## src/rtl/spike_window_counter_if.sv

```systemverilog
// Spike counter bus: per-cycle spike population and window control going in,
// the windowed spike total with its sample strobe coming out.
//   master : spike source / consumer side (drives en, spike_in, window_len)
//   slave  : the counter (drives o_spike_cnt, o_cnt_valid, o_win_active)
interface spike_window_counter_if #(
  parameter int NEURONS = 64,
  parameter int LEN_W   = 16
);
  logic               en;
  logic [NEURONS-1:0] spike_in;
  logic [LEN_W-1:0]   window_len;
  logic [31:0]        o_spike_cnt;
  logic               o_cnt_valid;
  logic               o_win_active;

  modport master (
    output en, spike_in, window_len,
    input  o_spike_cnt, o_cnt_valid, o_win_active
  );

  modport slave (
    input  en, spike_in, window_len,
    output o_spike_cnt, o_cnt_valid, o_win_active
  );
endinterface

```

## src/rtl/spike_window_counter.sv

```systemverilog
// Spike window counter: accumulates the popcount of a spike population over a
// programmable window of enabled cycles and publishes the 32-bit total with a
// one-cycle valid strobe (used downstream as the EMG filter sample tick).
// Ports:
//   clk    system clock, all state on posedge
//   reset  synchronous active-high reset
//   bus    slave side of spike_window_counter_if
//          in : en, spike_in[NEURONS], window_len[LEN_W]
//          out: o_spike_cnt[32], o_cnt_valid, o_win_active
module spike_window_counter #(
  parameter int NEURONS = 64,
  parameter int LEN_W   = 16
) (
  input  logic                  clk,
  input  logic                  reset,
  spike_window_counter_if.slave bus
);

  localparam int PC_W = $clog2(NEURONS + 1);

  logic [LEN_W-1:0]   win_cnt;
  logic [LEN_W-1:0]   len_q;
  logic [LEN_W-1:0]   new_len;
  logic [LEN_W-1:0]   eff_len;
  logic               last;
  logic [NEURONS-1:0] spike_r;
  logic               last_r;
  logic [PC_W-1:0]    pc;
  logic [31:0]        acc;

  // A zero length would never terminate; treat it as a one-cycle window.
  assign new_len = (bus.window_len == '0) ? LEN_W'(1) : bus.window_len;
  // At window start the freshly loaded length governs this very cycle.
  assign eff_len = (win_cnt == '0) ? new_len : len_q;
  assign last    = bus.en && (win_cnt == eff_len - LEN_W'(1));

  assign bus.o_win_active = bus.en || (win_cnt != '0);

  // Window timer: only enabled cycles advance it, so a stalled window stretches.
  always_ff @(posedge clk) begin
    if (reset) begin
      win_cnt <= '0;
      len_q   <= '0;
    end else if (bus.en) begin
      if (win_cnt == '0) len_q <= new_len;
      win_cnt <= last ? '0 : win_cnt + LEN_W'(1);
    end
  end

  // Stage 1: capture. Disabled cycles contribute nothing.
  always_ff @(posedge clk) begin
    if (reset) begin
      spike_r <= '0;
      last_r  <= 1'b0;
    end else begin
      spike_r <= bus.en ? bus.spike_in : '0;
      last_r  <= last;
    end
  end

  always_comb begin
    pc = '0;
    for (int i = 0; i < NEURONS; i++) pc = pc + PC_W'(spike_r[i]);
  end

  // Stage 2: accumulate, or fold the final cycle in and publish. The
  // accumulator restarts at 0 on publish so back-to-back windows need no gap.
  always_ff @(posedge clk) begin
    if (reset) begin
      acc             <= '0;
      bus.o_spike_cnt <= '0;
      bus.o_cnt_valid <= 1'b0;
    end else if (last_r) begin
      bus.o_spike_cnt <= acc + 32'(pc);
      acc             <= '0;
      bus.o_cnt_valid <= 1'b1;
    end else begin
      acc             <= acc + 32'(pc);
      bus.o_cnt_valid <= 1'b0;
    end
  end

endmodule

```

## src/flat_wrapper.sv

```systemverilog
// flat-port wrapper written by rule: the top's interface ports become plain ports
module spike_window_counter_flat 
#(
  parameter int NEURONS = 64,
  parameter int LEN_W   = 16
)
  (clk, reset, bus_en, bus_spike_in, bus_window_len, bus_o_spike_cnt, bus_o_cnt_valid, bus_o_win_active);
  spike_window_counter_if #(.NEURONS(NEURONS), .LEN_W(LEN_W)) bus_i ();
  input  logic clk;
  input  logic reset;
  input wire logic [$bits(bus_i.en)-1:0] bus_en;
  input wire logic [$bits(bus_i.spike_in)-1:0] bus_spike_in;
  input wire logic [$bits(bus_i.window_len)-1:0] bus_window_len;
  output wire logic [$bits(bus_i.o_spike_cnt)-1:0] bus_o_spike_cnt;
  output wire logic [$bits(bus_i.o_cnt_valid)-1:0] bus_o_cnt_valid;
  output wire logic [$bits(bus_i.o_win_active)-1:0] bus_o_win_active;
  assign bus_i.en = bus_en;
  assign bus_i.spike_in = bus_spike_in;
  assign bus_i.window_len = bus_window_len;
  assign bus_o_spike_cnt = bus_i.o_spike_cnt;
  assign bus_o_cnt_valid = bus_i.o_cnt_valid;
  assign bus_o_win_active = bus_i.o_win_active;
  spike_window_counter #(.NEURONS(NEURONS), .LEN_W(LEN_W)) u_core (.clk(clk), .reset(reset), .bus(bus_i));
endmodule
```

## config.mk

```make
export PLATFORM = sky130hd
export DESIGN_NAME = spike_window_counter_flat
export DESIGN_NICKNAME = d
export VERILOG_FILES = /design/src/rtl/spike_window_counter_if.sv /design/src/rtl/spike_window_counter.sv /design/src/flat_wrapper.sv
export SDC_FILE = /design/constraint.sdc
export NUM_CORES = 1
export LEC_CHECK = 0
export ABC_AREA = 1
export BUFFER_PORTS_ARGS = -buffer_cell sky130_fd_sc_hd__buf_2
export CORE_ASPECT_RATIO = 2
export CORE_MARGIN = 8
export CORE_UTILIZATION = 53
export CTS_CLUSTER_SIZE = 14
export DETAILED_ROUTE_END_ITERATION = 10
export PLACE_DENSITY_LB_ADDON = 0.3
export SYNTH_ARGS = -nofsm -noshare
export SYNTH_HDL_FRONTEND = slang
export SYNTH_SLANG_ARGS = --single-unit
```

## constraint.sdc

```tcl
create_clock -name clk -period 7.15 [get_ports clk]
set_clock_uncertainty 0.15 [all_clocks]
set_input_delay 1.0725 -clock clk [delete_from_list [all_inputs] [get_ports clk]]
set_output_delay 1.0725 -clock clk [all_outputs]
set_load 0.02 [all_outputs]
```

==> run summary <==
The run finished, with violations left. The checks that failed: negative setup slack. For the critical path required time, the log shows 7.38 ns. The number of nets in the finished design came out at 1467. After detailed routing, the number of vias per cell comes to 4.76. The logs give 0 for the hold buffer count at CTS and 162 for the number of clock sinks. The main combinational cell family by area after synthesis was simple AND/OR/NAND/NOR gates.

After global routing the overflow that remains totals 0. For this run, asynchronously set or reset flops after synthesis account for 0%. For this configuration, the core starts out at a cell density of 53.9%. The number of max-slew violations in the final report was 0. The logs give 0 for the Yosys warning count and 0.299 ns for the worst hold-check slack. The static power due to leakage is 5.41 nW, and the data arrival time at the worst-slack endpoint is 7.81 ns.

The area growth from synthesis to layout was 24.0%. The quantity of I/O buffers inserted on ports is 116. Routability-driven placement finished with a final weighted congestion of 0.970. For this run, design rule violations remaining after detail routing come to 0. Slew of the pin with the lowest slew margin: 1.07 ns. Sequential elements use 37.2% of the synthesized area. The full die area is 21100 µm². Clock-pin slew was measured on the worst setup and hold paths at 0.07 ns.

Of the total synthesized cell area, the portion taken by full adders, half adders and majority gates is 16.3%. The finished cells cover 10800 µm². In this run the count of I/O pins placed on the die edge is 117. CTS built an H-tree with a depth of 4. The post-route netlist has 23.9% of its cells at a drive strength greater than 1. The worst pin sits at a relative slew slack of 28.9%. The power density over the cells was 387 nW/µm²; the number of buffers on the longest clock path was 2. The run gives 8720 µm² as the synthesized area.

Count of placed standard cells including taps: 1470. The repair_antennas step left the layout with diodes totalling 0. Across all layers, the routed design uses 7223 vias.

The region available for standard cell placement spans 16200 µm². Biggest cell delay along the critical path: 0.54 ns. Entering global routing, the biggest net connects 65 pins.

The die is 197 µm tall. The count of nets left with antenna violations once routing finished came out at 0. Yosys mapped the design onto 35 distinct sky130hd cell types.

The total number of placement rows is 66. The most used flip-flop cell after synthesis is sky130_fd_sc_hd__dfxtp_1. Of the total synthesized cell area, the portion taken by AND, OR, NAND and NOR gates is 23.8%.

Summed over its instances, the top area cell type makes up 37.2% of the synthesized netlist area. The final hold violation count came out at 0. The share of the cycle needed by the critical path after routing came out at 106%. The worst vdd rail ir drop was 0.360 mV; the post-route total power was 4.19 mW.

The synthesized design contains 0 enable-type register cells. The run gives 7555 as the number of global-route vias before repair. The tools report the number of DRC markers after the initial detailed-route iteration as 218. Setup repair after global routing could not meet its margin everywhere. Timing would allow up to 132 MHz. The tools report the overall fraction of global-route tracks in use as 19.6%. The pre-antenna-repair detailed-routing pass consisted of 4 iterations.

Measured against the total synthesized area, the mux share comes to 0%. The tree is rooted in a sky130_fd_sc_hd__clkbuf_16. The setup slack after layout was -0.429 ns; the worst setup slack before clock tree synthesis was -0.589 ns. The number of synthesized register bits is 162, and the final wirelength is 19900 µm. Post-synthesis compound-gate area fraction: 5.13%. The number of CTS-inserted buffers was 17; the synthesized instance count was 1142. At the end of the flow the core is filled with cells to 66.8%. Half-perimeter wire length after detailed placement: 15700 µm. Along the worst hold path, the cell count comes to 2.

The critical path is of the register to register type. Max-cap violations in this run came to 0. Summing the areas of all xor and xnor instances in the mapped netlist gives 4.82% of the synthesized area. In this design, the critical path's most frequently occurring cell is sky130_fd_sc_hd__fa_1.

The die width was 107 µm. STA classifies the critical path startpoint as a register. Yosys attributes the largest share of cell area to sky130_fd_sc_hd__dfxtp_1, sky130_fd_sc_hd__fa_1, sky130_fd_sc_hd__inv_1. The clock latency at the later pin of the worst-skew pair was 0.43 ns; the first-pass GRT wire length was 32800 µm. The finished layout holds 1519 standard cells, fillers aside. For this design, the slowest cell found on the critical path is sky130_fd_sc_hd__fa_1. The tightest min-delay check is of the register to register type. The minimum clock period after layout was 7.58 ns; the maximum fanout count along the critical path was 3. The synthesized area divided by synthesized cell count was 7.64 µm². Setup violations remaining at the end of the flow were counted as 49. The commonest cells after synthesis are sky130_fd_sc_hd__inv_1, sky130_fd_sc_hd__nand2_1, sky130_fd_sc_hd__nor2_1. The dominant cell type by area after synthesis is sky130_fd_sc_hd__dfxtp_1. The worst-case reg-to-reg path depth came out at 28. The average detailed-routed wire length per instance came out at 13.1 µm. The logs give 0 for the initial antenna violation count and -12.87 ns for the setup TNS. Counting every net in the synthesized netlist gives 1306. TritonCTS built the clock tree. For the cell area after placement, the log shows 9750 µm². Cell with the most instances after synthesis: sky130_fd_sc_hd__inv_1.

STA classifies the critical path endpoint as a register.
logic make-up after synthesis:
| kind of cell | Yosys count |
|---|---|
| AO/OA/AOI/OAI | 83 |
| adder cells (fa/ha/maj) | 81 |
| AND/OR/NAND/NOR | 477 |
| flip-flops | 162 |
| XOR/XNOR | 48 |
| buffers and inverters | 291 |
timing repair:
action	4_1_cts	5_1_grt
setup buffers	15	9
pin swaps	21	18
endpoints found under the hold margin	0	0
setup endpoints to repair	50	56
gates resized for setup	83	24
routing by layer:
metal | part of all wire, % | global-route usage [%] | vias up
met2 | 57 | 38.1 | 142
li1 | - | - | 3694
met1 | 35 | 17.5 | 3324
met5 | 0 | 0 | -
met3 | 3.0 | 3.66 | 63
met4 | 5.1 | 13.2 | 0
layout make-up:
type | count | area, µm²
well taps | 204 | 255
flip-flops and latches | 162 | 3240
repair buffers | 169 | 1030
multi-input cells | 689 | 4720
fillers | 1384 | 5370
clock inverters | 13 | 128
clock buffers | 18 | 439
inverters | 264 | 998
registers in the layout (all words and copies together) (netlist names):
name                    cells
u_core.acc                 32
u_core.win_cnt             16
u_core.len_q               16
u_core.bus.o_cnt_valid      1
u_core.spike_r             64
u_core.last_r               1
u_core.bus.o_spike_cnt     32
final timing paths:
path	startpoint	endpoint	slack, ns
worst max-delay path	u_core.spike_r[0]	u_core.bus.o_spike_cnt[22]	-0.43
worst min-delay path	u_core.bus.o_spike_cnt[5]	u_core.bus.o_spike_cnt[5]	0.30
worst max register to register	u_core.spike_r[0]	u_core.bus.o_spike_cnt[22]	-0.43
worst min register to register	u_core.bus.o_spike_cnt[5]	u_core.bus.o_spike_cnt[5]	0.30
critical path: cells and delay by family (launching register included):
family	cells	cell delay, ns
AO/OA/AOI/OAI	2	0.36
XOR/XNOR	2	0.34
adder cells (fa/ha/maj)	12	5.04
buffers and inverters	2	0.12
flip-flops	1	0.30
AND/OR/NAND/NOR	10	1.20
report_power, final:
part	leakage [nW]	internal, mW	total (mW)	switching, mW
Combinational	3.84	1.18	2.34	1.17
Sequential	1.32	0.949	0.967	0.0183
Clock	0.257	0.491	0.878	0.387
Total	5.41	2.62	4.19	1.57
placed cells by master (no fill, tap or decap), drive strengths merged, types with 7 or more instances in the layout:
cell type,Yosys,final
a21oi,22,22
buf,7,169
clkbuf,20,18
clkinvlp,0,7
dfxtp,162,162
fa,55,55
ha,26,26
inv,262,265
nand2,197,197
nand3,45,45
nand4,13,13
nor2,198,198
nor3,15,15
o211ai,7,7
o21ai,49,49
xnor2,18,18
xor2,30,30
No activity file was read; power rests on OpenSTA's default activity.
